--- src/rtl/x300_rx_sample_capture.sv ---
// -----------------------------------------------------------------------------
// x300_rx_sample_capture
// Packetises the RX frontend's sample strobe/data into an AXI-stream for the
// radio core. Capture is gated by a settings-bus enable and rx_running. Each
// captured sample waits in a one-entry staging register until its packet
// position (tlast/eob) is known, then moves into a first-word fall-through
// FIFO. A flush into a full FIFO drops the sample and is reported through a
// sticky overflow flag and a saturating drop counter.
//
// Ports
//   clk, reset_n          clock, asynchronous active-low reset
//   set_stb/addr/data     settings bus (SR_BASE+0 = SPP, SR_BASE+1 = CTRL)
//   rx_running            radio RX run flag
//   rx_stb, rx_data       sample strobe and {I[31:16], Q[15:0]} sample
//   o_tdata/tlast/teob    output beat, packet end, burst end (with tlast)
//   o_tvalid, o_tready    stream handshake
//   overflow, ovf_count   sticky overflow flag, saturating drop count
// -----------------------------------------------------------------------------
module x300_rx_sample_capture #(
  parameter logic [7:0] SR_BASE   = 8'd240,
  parameter int         FIFO_SIZE = 5
) (
  input  logic        clk,
  input  logic        reset_n,
  input  logic        set_stb,
  input  logic [7:0]  set_addr,
  input  logic [31:0] set_data,
  input  logic        rx_running,
  input  logic        rx_stb,
  input  logic [31:0] rx_data,
  output logic [31:0] o_tdata,
  output logic        o_tlast,
  output logic        o_teob,
  output logic        o_tvalid,
  input  logic        o_tready,
  output logic        overflow,
  output logic [15:0] ovf_count
);

  localparam int               LP_DEPTH     = 1 << FIFO_SIZE;
  localparam logic [7:0]       LP_ADDR_SPP  = SR_BASE;
  localparam logic [7:0]       LP_ADDR_CTRL = SR_BASE + 8'd1;
  // Occupancy counts the FIFO memory plus the output register, so the total
  // number of queued beats never exceeds 2**FIFO_SIZE.
  localparam logic [FIFO_SIZE:0] LP_CAP      = {1'b1, {FIFO_SIZE{1'b0}}};
  localparam logic [FIFO_SIZE:0] LP_CNT_ZERO = {(FIFO_SIZE+1){1'b0}};
  localparam logic [FIFO_SIZE:0] LP_CNT_ONE  = {{FIFO_SIZE{1'b0}}, 1'b1};
  localparam logic [FIFO_SIZE-1:0] LP_PTR_ONE = {{(FIFO_SIZE-1){1'b0}}, 1'b1};

  // Settings registers
  logic [15:0] r_spp;
  logic        r_enable;
  logic        r_clear;

  // Packet tracking and staging
  logic [15:0] r_idx;       // index the next captured sample will take
  logic [15:0] r_cur_spp;   // SPP latched at the start of the current packet
  logic        r_stg_valid;
  logic [31:0] r_stg_data;
  logic        r_stg_last;

  // FIFO
  logic [33:0]          r_mem [0:LP_DEPTH-1];
  logic [FIFO_SIZE-1:0] r_wr_ptr;
  logic [FIFO_SIZE-1:0] r_rd_ptr;
  logic [FIFO_SIZE:0]   r_count;
  logic                 r_out_valid;
  logic [31:0]          r_out_data;
  logic                 r_out_last;
  logic                 r_out_eob;

  // Status
  logic        r_overflow;
  logic [15:0] r_ovf_count;

  // Combinational control
  logic        w_run;
  logic        w_cap;
  logic        w_stop;
  logic        w_flush;
  logic        w_flush_last;
  logic        w_pop;
  logic [FIFO_SIZE:0] w_total;
  logic        w_full;
  logic        w_push;
  logic        w_drop;
  logic        w_load;
  logic [15:0] w_spp_eff;
  logic [15:0] w_cap_idx;
  logic [15:0] w_cap_spp;
  logic        w_cap_last;
  logic        w_unused_set_data;

  assign w_unused_set_data = &{1'b0, set_data[31:16]};

  assign w_run  = r_enable && rx_running;
  assign w_cap  = w_run && rx_stb;
  assign w_stop = !w_run;

  // The staged sample leaves when its packet end is known: it closed a
  // packet, a newer sample replaces it, or the stream stopped.
  assign w_flush      = r_stg_valid && (r_stg_last || w_cap || w_stop);
  assign w_flush_last = r_stg_last || w_stop;

  assign w_pop   = r_out_valid && o_tready;
  assign w_total = r_count + {{FIFO_SIZE{1'b0}}, r_out_valid};
  // A pop in the same cycle frees a slot, so a push while full is accepted.
  assign w_full  = (w_total == LP_CAP) && !w_pop;
  assign w_push  = w_flush && !w_full;
  assign w_drop  = w_flush && w_full;
  assign w_load  = (r_count != LP_CNT_ZERO) && (!r_out_valid || w_pop);

  assign w_spp_eff = (r_spp == 16'd0) ? 16'd1 : r_spp;
  // A drop restarts packetisation, so a sample captured alongside it opens
  // a new packet.
  assign w_cap_idx  = w_drop ? 16'd0 : r_idx;
  assign w_cap_spp  = (w_cap_idx == 16'd0) ? w_spp_eff : r_cur_spp;
  assign w_cap_last = (w_cap_idx == (w_cap_spp - 16'd1));

  // Settings-bus decode; the clear bit is a one-cycle strobe
  always_ff @(posedge clk or negedge reset_n) begin
    if (!reset_n) begin
      r_spp    <= 16'd1024;
      r_enable <= 1'b0;
      r_clear  <= 1'b0;
    end else begin
      r_clear <= 1'b0;
      if (set_stb && (set_addr == LP_ADDR_SPP)) begin
        r_spp <= set_data[15:0];
      end else if (set_stb && (set_addr == LP_ADDR_CTRL)) begin
        r_enable <= set_data[0];
        r_clear  <= set_data[1];
      end
    end
  end

  // Packet index and per-packet SPP latch
  always_ff @(posedge clk or negedge reset_n) begin
    if (!reset_n) begin
      r_idx     <= 16'd0;
      r_cur_spp <= 16'd1;
    end else if (w_cap) begin
      r_idx <= w_cap_last ? 16'd0 : (w_cap_idx + 16'd1);
      if (w_cap_idx == 16'd0) begin
        r_cur_spp <= w_spp_eff;
      end
    end else if (w_stop || w_drop) begin
      r_idx <= 16'd0;
    end
  end

  // Staging register: holds the newest sample until its tlast is decided
  always_ff @(posedge clk or negedge reset_n) begin
    if (!reset_n) begin
      r_stg_valid <= 1'b0;
      r_stg_data  <= 32'd0;
      r_stg_last  <= 1'b0;
    end else if (w_cap) begin
      r_stg_valid <= 1'b1;
      r_stg_data  <= rx_data;
      r_stg_last  <= w_cap_last;
    end else if (w_flush) begin
      r_stg_valid <= 1'b0;
      r_stg_last  <= 1'b0;
    end
  end

  // FIFO storage; contents are don't-care until written
  always_ff @(posedge clk) begin
    if (w_push) begin
      r_mem[r_wr_ptr] <= {w_stop, w_flush_last, r_stg_data};
    end
  end

  // FIFO pointers and memory occupancy
  always_ff @(posedge clk or negedge reset_n) begin
    if (!reset_n) begin
      r_wr_ptr <= {FIFO_SIZE{1'b0}};
      r_rd_ptr <= {FIFO_SIZE{1'b0}};
      r_count  <= LP_CNT_ZERO;
    end else begin
      if (w_push) begin
        r_wr_ptr <= r_wr_ptr + LP_PTR_ONE;
      end
      if (w_load) begin
        r_rd_ptr <= r_rd_ptr + LP_PTR_ONE;
      end
      case ({w_push, w_load})
        2'b10:   r_count <= r_count + LP_CNT_ONE;
        2'b01:   r_count <= r_count - LP_CNT_ONE;
        default: r_count <= r_count;
      endcase
    end
  end

  // Output register: fall-through head of the FIFO, held while stalled
  always_ff @(posedge clk or negedge reset_n) begin
    if (!reset_n) begin
      r_out_valid <= 1'b0;
      r_out_data  <= 32'd0;
      r_out_last  <= 1'b0;
      r_out_eob   <= 1'b0;
    end else if (w_load) begin
      r_out_valid <= 1'b1;
      {r_out_eob, r_out_last, r_out_data} <= r_mem[r_rd_ptr];
    end else if (w_pop) begin
      r_out_valid <= 1'b0;
    end
  end

  // Overflow flag and drop counter; a drop outranks a pending clear
  always_ff @(posedge clk or negedge reset_n) begin
    if (!reset_n) begin
      r_overflow  <= 1'b0;
      r_ovf_count <= 16'd0;
    end else if (w_drop) begin
      r_overflow <= 1'b1;
      if (r_clear) begin
        r_ovf_count <= 16'd1;
      end else if (r_ovf_count != 16'hFFFF) begin
        r_ovf_count <= r_ovf_count + 16'd1;
      end
    end else if (r_clear) begin
      r_overflow  <= 1'b0;
      r_ovf_count <= 16'd0;
    end
  end

  assign o_tdata   = r_out_data;
  assign o_tlast   = r_out_last;
  assign o_teob    = r_out_eob;
  assign o_tvalid  = r_out_valid;
  assign overflow  = r_overflow;
  assign ovf_count = r_ovf_count;

endmodule
--- config.mk ---
export PLATFORM = sky130hd
export DESIGN_NAME = x300_rx_sample_capture
export DESIGN_NICKNAME = d
export VERILOG_FILES = /design/src/rtl/x300_rx_sample_capture.sv
export SDC_FILE = /design/constraint.sdc
export NUM_CORES = 1
export LEC_CHECK = 0
export BUFFER_PORTS_ARGS = -buffer_cell sky130_fd_sc_hd__buf_4
export CAP_MARGIN = 10
export CELL_PAD_IN_SITES_DETAIL_PLACEMENT = 2
export CELL_PAD_IN_SITES_GLOBAL_PLACEMENT = 2
export CORE_ASPECT_RATIO = 1.5
export CORE_MARGIN = 8
export CORE_UTILIZATION = 38
export CTS_CLUSTER_SIZE = 30
export DETAILED_ROUTE_END_ITERATION = 16
export HOLD_SLACK_MARGIN = 0.15
export PLACE_DENSITY = 0.62
export SLEW_MARGIN = 20
export SYNTH_ARGS = -nofsm -noshare
export SYNTH_HDL_FRONTEND = slang
export SYNTH_SLANG_ARGS = --single-unit
--- constraint.sdc ---
create_clock -name clk -period 6.2 [get_ports clk]
set_clock_uncertainty 0.1 [all_clocks]
set_input_delay 0.93 -clock clk [delete_from_list [all_inputs] [get_ports clk]]
set_output_delay 0.93 -clock clk [all_outputs]
set_load 0.02 [all_outputs]
==> results of run 1 <==
-- cell usage in the layout, fill, tap and decap left out, types with 9 or more instances in the layout --
| cell | n |
|---|---|
| xnor2_1 | 19 |
| a21oi_1 | 59 |
| clkbuf_1 | 28 |
| o21ai_0 | 40 |
| nand2_1 | 158 |
| nand3_1 | 27 |
| clkbuf_8 | 9 |
| mux2_2 | 30 |
| nand4_1 | 16 |
| and3_1 | 19 |
| nor2_1 | 78 |
| buf_12 | 10 |
| dfrtp_1 | 137 |
| clkbuf_16 | 116 |
| mux2i_1 | 45 |
| inv_1 | 21 |
| buf_4 | 173 |
| xor2_1 | 14 |
| or3_1 | 13 |
| ha_1 | 16 |
| nand3b_1 | 13 |
| edfxtp_1 | 1088 |
| nor4_1 | 11 |
| nor2_4 | 32 |
| clkinv_2 | 24 |
| clkinv_1 | 15 |
| nor3_1 | 19 |
| mux4_2 | 340 |
-- final cells by class --
cell class                 count  area (sq um)
clock buffer                 152          3118
sequential                  1240         36510
clock inverter                66         635.6
tap                         1711          2141
inverter                      21         78.83
antenna                        2         5.005
timing repair buffer         186          1550
fill                       11890         71830
multi-input combinational   1045         12250
-- routing by layer --
metal  wire length (um)  up-vias
met4               4093        0
met5                  0        -
li1                   -    10290
met2              77400      651
met3               5798      197
met1              56210    13720
-- how the worst max path moves through the flow --
stage,start,endpoint,slack (ns)
finish,o_tvalid,r_idx[13],0.40
global route,o_tvalid,r_idx[4],0.03
CTS,o_tvalid,r_idx[13],0.34
detailed placement,o_tready,r_idx[13],0.29
global placement,o_tready,r_idx[2],0.54
floorplan,rx_running,r_idx[6],0.32
-- sequential cells by signal, summed over array words and instances (netlist names), 5 cells and up --
| register | flops |
|---|---|
| r_spp | 16 |
| r_cur_spp | 16 |
| r_wr_ptr | 5 |
| ovf_count | 16 |
| r_count | 6 |
| o_tdata | 32 |
| r_stg_data | 32 |
| r_idx | 16 |
| r_mem | 1088 |
| r_rd_ptr | 5 |
-- critical path: cells and delay by family (launching register included) --
kind                     cells  cell delay [ns]
adder cells (fa/ha/maj)      4             1.07
flip-flops                   1             0.45
AO/OA/AOI/OAI                7             1.81
XOR/XNOR                     1             0.19
AND/OR/NAND/NOR              8             1.83
buffers and inverters        1             0.20
-- power by group through the flow --
stage / clock network, uW / logic, uW / registers, uW
floorplan: 0 / 4010 / 10100
global placement: 0 / 5370 / 10600
detailed placement: 0 / 5540 / 10700
CTS: 7330 / 5580 / 10500
global route: 7590 / 5890 / 10500
finish: 7150 / 5500 / 10400
-- metrics by stage --
| step | cells | hold WS [ns] | util, % |
|---|---|---|---|
| 4_1_cts | 4420 | 0.2223 | 43.90 |
| 5_1_grt | 4422 | 0.2634 | 43.93 |
| 2_1_floorplan | 2424 | 0.3792 | - |
| 3_3_place_gp | 4201 | 0.3966 | 40.96 |
| 6_report | 4423 | 0.2816 | 43.93 |
| 3_5_place_dp | 4201 | 0.4023 | 40.96 |
-- logic make-up (layout without fill, tap and decap cells) --
logic type      count (synthesis)  count (layout)  share of synthesized area [%]
buf+inv                       139             425                          1.128
fa+ha+maj                      17              17                         0.4492
simple gates                  419             419                          4.002
xor+xnor                       33              33                         0.5896
mux                           416             416                          17.25
other cells                     0               2                              0
compound gates                160             160                          2.172
flops                        1240            1240                          74.41
-- repair_timing --
item,in CTS,in global routing
hold buffers,1,0
buffers inserted,0,0
endpoints found under the setup margin,0,4
hold endpoints to repair,55,0
==> results.toml, run 1 <==
[synth]
yosysTopAreaCell = "edfxtp_1"
synth_top_area_share_pct = 66.64
synth_edf_count = 1088
synth.cell_area_sq_mm = 0.04902
synthTopCellsByCount = "1088 x edfxtp_1, 340 x mux4_2, 158 x nand2_1"
synth.ff_latch_count = 1240
async_flop_share_pct = 12.26
synth_warnings = 0
synthDistinctLibCells = 75
synthCells = 2424
synth_nets = 2519
post-synth-top-count-cell = "edfxtp_1"
synth_area_leaders = "edfxtp_1 67%, mux4_2 16%, dfrtp_1 7.7%"
syn_area_per_cell_sq_um = 20.22
synth-main-ff-cell = "edfxtp_1"
ys_seq_area_share_pct = 74.41

[critical_path]
end_kind = "flop"
r2r_cells = 21
cp-start-kind = "flop"
rr_startpoint = "o_tvalid"
critical_path_class = "reg -> reg"
cp_max_fo = 7
cpMostUsedCell = "ha_1"
slowest_delay_ns = 0.56
crit_required_ns = 6.71
critical_path.cell_chain = "ha_1 -> ha_1 -> a211oi_1 -> o21a_1 -> nand3_1 -> nand2_1 -> ha_1 -> nor4b_1 -> and4_1 -> a31o_2 -> nand2_1 -> o21ai_0 -> ha_1 -> buf_4 -> nand3b_1 -> xor2_1 -> a2111oi_0 -> and4_4 -> nand3_1 -> o21ai_0 -> o21ai_0"
crit_arrival_ns = 6.30
r2r-end = "r_idx[13]"
reg2reg_slack_ns = 0.40
cpMaxStageDelayCell = "a2111oi_0"

[global_routing]
grt_pass1_wl_um = 206600
antenna_found_initial = 2
use_met1_pct = 24.73
grt_use_met3_pct = 2.721
gr-usage-all-layers_pct = 20.31
grt-ovfl-total = 0
met2_usage_pct = 37.09
grt.busiest_layer = "met2"
grt_pass1_vias = 28140
grt_max_degree = 98

[timing]
relSlewSlack_pct = 21.33
rsz0062_at_grt = "no"
worst_pin_slew_ns = 1.180
slew_viol_final = 0
period_needed_ns = 5.799
hold_viol_final = 0
fin_tns_setup_ns = 0
fmax_mhz = 172.4
fin_crit_sh_pct = 93.53
setup_slack_ns = 0.4012
setup_violations = 0

[power]
switching_share_pct = 29.19
powerDensity_mw_per_mm2 = 409.7
power.total_uw = 23060
peakVddDrop_v = 0.0003061
intPower_uw = 16330
p_leak_uw = 0.01880
switchingPower_uw = 6730
seq_power_share_pct = 45.1
comb_power_share_pct = 23.8
clockPowerShare_pct = 31.0

[placement]
place_area_sq_mm = 0.05248
routabilityCongestion = 0.8331
place_ws_ns = 0.2911
portBuffers = 113
hpwl_um = 80640

[worst_hold_path]
hp-start = "rx_data[19]"
hold_depth = 3
min_to = "r_stg_data[19]"
min_path_type = "in -> reg"

[die]
core_area_sq_mm = 0.1281
die_area_sq_mm = 0.1410
row_count = 161
ios = 130
die_x_um = 309.3
die_h_um = 455.9
initial_utilization_pct = 38.26

[clocking]
ctsHtreeMaxLevel = 3
root_buffer = "clkbuf_16"
cts_buffer_depth = 3
cts_resized = 0
clk_pin_slew_ns = 0.07
cts.sinks = 1240
numCtsBuffers = 115
cts_tree = "done"
clk_latency_ns = 0.76

[route]
vias = 24860
wirelength_um = 143500
via_per_inst = 5.619
route.detailed.drc = 0
firstDrtPassIters = 5
first_iter_violations = 1981
route.antenna.remaining_nets = 0
wire_per_inst_um = 32.44

[status]
outcome = "complete, no violations"

[layout]
nNetsFinal = 2704
area_growth_pct = 14.81
drive_gt1_share_pct = 29.78
fin_area_sq_mm = 0.05629

[flow_run]
cap_violations = 0
No activity file was read; power rests on OpenSTA's default activity.
==> run 2, diff against run 1 <==
--- a/config.mk
+++ b/config.mk
@@ -15,8 +15,9 @@
 export CTS_CLUSTER_SIZE = 30
 export DETAILED_ROUTE_END_ITERATION = 16
 export HOLD_SLACK_MARGIN = 0.15
+export MAX_ROUTING_LAYER = met4
 export PLACE_DENSITY = 0.62
-export SLEW_MARGIN = 20
+export SLEW_MARGIN = 10
 export SYNTH_ARGS = -nofsm -noshare
 export SYNTH_HDL_FRONTEND = slang
 export SYNTH_SLANG_ARGS = --single-unit
==> results.toml, run 2 (synthesis gave the netlist of run 1 again) <==
[global_routing]
grt-ovfl-total = 0
grt_pass1_vias = 27960
grt_pass1_wl_um = 207400
antenna_found_initial = 3
grt_max_degree = 98
gr-usage-all-layers_pct = 21.00

[die]
die_x_um = 309.3
row_count = 161
ios = 130
core_area_sq_mm = 0.1281
initial_utilization_pct = 38.26
die_area_sq_mm = 0.1410
die_h_um = 455.9

[layout]
largest_reg_flops = 1088
area_growth_pct = 15.18
fin_area_sq_mm = 0.05646
mostFrequentLayoutCells = "1088 x edfxtp_1, 340 x mux4_2, 173 x buf_4"
final_cells = 4426
drive_gt1_share_pct = 29.96
nNetsFinal = 2706
regMostFlops = "r_mem"
mostFrequentLayoutCell = "edfxtp_1"

[critical_path]
crit_arrival_ns = 6.33
reg2reg_slack_ns = 0.43
cp-start-kind = "flop"
cp_max_fo = 19
critical_path_class = "reg -> reg"
rr_startpoint = "o_tvalid"
r2r-end = "r_idx[6]"
crit_required_ns = 6.75
critPathLaunch = "o_tvalid"
end_kind = "flop"
r2r_cells = 23

[clocking]
cts_tree = "done"
cts_buffer_depth = 3
clk_latency_ns = 0.74
clk_pin_slew_ns = 0.06
numCtsBuffers = 118
cts.sinks = 1240
ctsHtreeMaxLevel = 3
cts_resized = 0
root_buffer = "clkbuf_16"

[worst_hold_path]
min_to = "r_stg_data[18]"
hold_depth = 3
min_path_type = "in -> reg"
hp-start = "rx_data[18]"

[route]
firstDrtPassIters = 5
wirelength_um = 143900
first_iter_violations = 1971
route.detailed.drc = 0
vias = 24990
route.antenna.remaining_nets = 0
wire_per_inst_um = 32.51
via_per_inst = 5.647

[timing]
period_needed_ns = 5.774
fmax_mhz = 173.2
slew_viol_final = 0
setup_slack_ns = 0.4263
timing.hold.ws_ns = 0.2982
relSlewSlack_pct = 18.27
setup_violations = 0
rsz0062_at_grt = "no"
hold_viol_final = 0
fin_tns_setup_ns = 0
fin_crit_sh_pct = 93.12
worst_pin_slew_ns = 1.226

[status]
outcome = "complete, no violations"

[placement]
place_area_sq_mm = 0.05248
portBuffers = 113
routabilityCongestion = 0.8451
dpl.cell_count = 4201
place_ws_ns = 0.3008
hpwl_um = 80600

[flow_run]
cap_violations = 0

[power]
peakVddDrop_v = 0.0003064
p_leak_uw = 0.01891
powerDensity_mw_per_mm2 = 414.4
## run 2: changes by cell type in the layout (fill, tap and decap cells not counted), moves of 2 or more
cell,change
clkinvlp_4,+3
clkbuf_1,-6
bufinv_16,+5
clkinv_1,-4
clkbuf_8,+3
dfrtp_2,-7
inv_16,-2
dfrtp_1,+8
clkbuf_16,+4
clkinv_2,+2
## run 2: worst max path at each step
stage                           end  slack [ns]  depth (start not counted)
after global placement     r_idx[2]        0.54                         20
after detailed placement  r_idx[13]        0.30                         20
after CTS                 r_idx[13]        0.39                         21
final                      r_idx[6]        0.43                         23
after floorplan            r_idx[6]        0.32                         22
after global routing       r_idx[2]      0.0006                         23
## run 2: cell type report
cell class | instances | area (sq um)
well taps | 1711 | 2141
inverters | 21 | 78.83
fillers | 11910 | 71660
diodes | 1 | 2.502
clock buffers | 153 | 3237
flip-flops and latches | 1240 | 36490
multi-input cells | 1045 | 12250
repair buffers | 185 | 1523
clock inverters | 70 | 737.0
## run 2: layer usage
layer  up-vias  wire [um]  track usage [%]
met4         0       3601            5.393
met3       189       5711            2.605
met5         -          0                -
li1      10290          -                -
met1     13840      56580            25.01
met2       673      77990            37.60
## run 2: what timing repair did
item,in CTS,in global routing
endpoints found under the hold margin,38,0
setup buffers,0,0
hold buffers,1,0
## run 2: per-stage QoR
step	total power, uW	utilization (%)
after floorplan	14150	-
after global placement	15980	40.96
after detailed placement	16210	40.96
after CTS	23750	44.07
after global routing	24290	44.07
final	23400	44.07
## run 2: where the power goes
part | switching [uW] | internal, uW | total (uW)
clock | 3240 | 4240 | 7480
combinational | 2590 | 2860 | 5450
sequential | 911 | 9560 | 10500
total | 6740 | 16700 | 23400
## run 2: critical path, cell delays in order, from the launching register on
cell	delay [ns]
dfrtp_1	0.45
ha_1	0.26
ha_1	0.28
a211oi_1	0.34
o21a_1	0.31
nand3_1	0.15
nand2_1	0.20
ha_1	0.24
nor4b_1	0.33
and4_1	0.37
a31o_2	0.17
nand2_1	0.05
o21ai_0	0.11
ha_1	0.28
buf_4	0.20
nand3_1	0.11
nor3_1	0.28
and2_1	0.18
mux2i_1	0.08
o221a_1	0.13
and4_4	0.20
a31oi_4	0.52
nand3b_1	0.15
a31oi_1	0.19
==> run 3, diff against run 2 <==
--- a/config.mk
+++ b/config.mk
@@ -16,7 +16,7 @@
 export DETAILED_ROUTE_END_ITERATION = 16
 export HOLD_SLACK_MARGIN = 0.15
 export MAX_ROUTING_LAYER = met4
-export PLACE_DENSITY = 0.62
+export PLACE_DENSITY_LB_ADDON = 0.1
 export SLEW_MARGIN = 10
 export SYNTH_ARGS = -nofsm -noshare
 export SYNTH_HDL_FRONTEND = slang
==> results.toml, run 3 (synthesis gave the netlist of run 1 again) <==
[timing]
period_needed_ns = 5.761
slew_viol_final = 0
fin_crit_sh_pct = 92.92
setup_violations = 0
hold_viol_final = 0
timing.hold.ws_ns = 0.2777
fin_tns_setup_ns = 0
worst_pin_slew_ns = 1.212
relSlewSlack_pct = 19.18
fmax_mhz = 173.6
rsz0062_at_grt = "no"

[power]
peakVddDrop_v = 0.0002534
p_leak_uw = 0.01900
power.total_uw = 23380
powerDensity_mw_per_mm2 = 412.6

[die]
initial_utilization_pct = 38.26
die_area_sq_mm = 0.1410
ios = 130
row_count = 161
die_x_um = 309.3
core_area_sq_mm = 0.1281
die_h_um = 455.9

[layout]
mostFrequentLayoutCells = "1088 x edfxtp_1, 340 x mux4_2, 175 x buf_4"
area_growth_pct = 15.58
drive_gt1_share_pct = 29.97
final_util_pct = 44.23
mostFrequentLayoutCell = "edfxtp_1"
final_cells = 4438
regMostFlops = "r_mem"
largest_reg_flops = 1088
nNetsFinal = 2714

[critical_path]
end_kind = "flop"
cp-start-kind = "flop"
critPathCapture = "r_idx[9]"
reg2reg_slack_ns = 0.44
critical_path_class = "reg -> reg"
crit_arrival_ns = 6.30
crit_required_ns = 6.74
critPathLaunch = "o_tvalid"
r2r_cells = 21
cp_max_fo = 17
r2r-end = "r_idx[9]"
rr_startpoint = "o_tvalid"

[flow_run]
cap_violations = 0

[status]
outcome = "complete, no violations"

[placement]
hpwl_um = 79120
portBuffers = 113
dpl.cell_count = 4207
routabilityCongestion = 0.8413

[clocking]
ctsHtreeMaxLevel = 3
cts_buffer_depth = 3
clk_latency_ns = 0.75
root_buffer = "clkbuf_16"
clk_pin_slew_ns = 0.07
cts_tree = "done"
numCtsBuffers = 119
cts.sinks = 1240

[global_routing]
gr-usage-all-layers_pct = 20.91
grt_pass1_wl_um = 204600
grt_pass1_vias = 27940
grt_max_degree = 92
antenna_found_initial = 1
grt-ovfl-total = 0

[route]
wire_per_inst_um = 32.34
route.antenna.remaining_nets = 0
vias = 24660
route.detailed.drc = 0
first_iter_violations = 1691
routed-wl-met2_um = 80040
wl_met1_um = 55180
wirelength_um = 143500
top_layer = "met4"
via_per_inst = 5.557
firstDrtPassIters = 5
route.met3.wl_um = 5033

[worst_hold_path]
min_path_type = "in -> reg"
## run 3: routing by layer
layer / track usage (%) / vias up
met1: 24.04 / 13650
li1: - / 10290
met2: 38.43 / 552
met3: 2.476 / 165
met5: - / -
met4: 5.465 / 0
## run 3: area by class of cell
cell class,count,area (sq um)
clock buffers,166,3344
fillers,11890,71450
inverters,21,78.83
well taps,1711,2141
clock inverters,62,691.9
repair buffers,192,1638
multi-input cells,1045,12270
flip-flops and latches,1240,36500
diodes,1,2.502
## run 3: how the worst min path moves through the flow
| stage | from | cells after the start | slack (ns) | endpoint |
|---|---|---|---|---|
| floorplan | r_cur_spp[15] | 1 | 0.38 | r_cur_spp[15] |
| global placement | r_cur_spp[15] | 1 | 0.41 | r_cur_spp[15] |
| detailed placement | o_tdata[31] | 2 | 0.43 | o_tdata[31] |
| CTS | rx_data[15] | 3 | 0.22 | r_stg_data[15] |
| global route | rx_data[19] | 3 | 0.27 | r_stg_data[19] |
| finish | rx_data[6] | 3 | 0.28 | r_stg_data[6] |
## run 3: through the flow
| step | setup WS, ns | area, sq um |
|---|---|---|
| final | 0.4392 | 56660 |
| after detailed placement | 0.1495 | 52590 |
| after CTS | 0.2148 | 56640 |
| after global placement | 0.2726 | 52590 |
| after floorplan | 0.3226 | 49020 |
| after global routing | 0.04090 | 56660 |
## run 3: what timing repair did
action	CTS	global route
buffers inserted	0	1
resized for setup	0	1
setup endpoints to repair	0	17
hold buffers	1	0
hold endpoints to repair	30	0
## run 3: where the power goes
part / internal [uW] / switching, uW
combinational: 2860 / 2570
clock: 4320 / 3260
sequential: 9560 / 806
## run 3: critical path, stage by stage (launching register included)
cell and delay (ns):
dfrtp_1 0.46, ha_1 0.28, ha_1 0.29, a211oi_1 0.34, o21a_1 0.35, nand3_1 0.15
nand2_1 0.16, ha_1 0.22, nor4b_1 0.31, and4_1 0.41, a31o_2 0.18, o21ai_0 0.12
ha_1 0.29, buf_4 0.19, xnor2_1 0.32, o21a_1 0.20, a21oi_1 0.10, a2111oi_4 0.46
a31oi_4 0.30, buf_4 0.25, nand3_1 0.08, o21ai_1 0.06
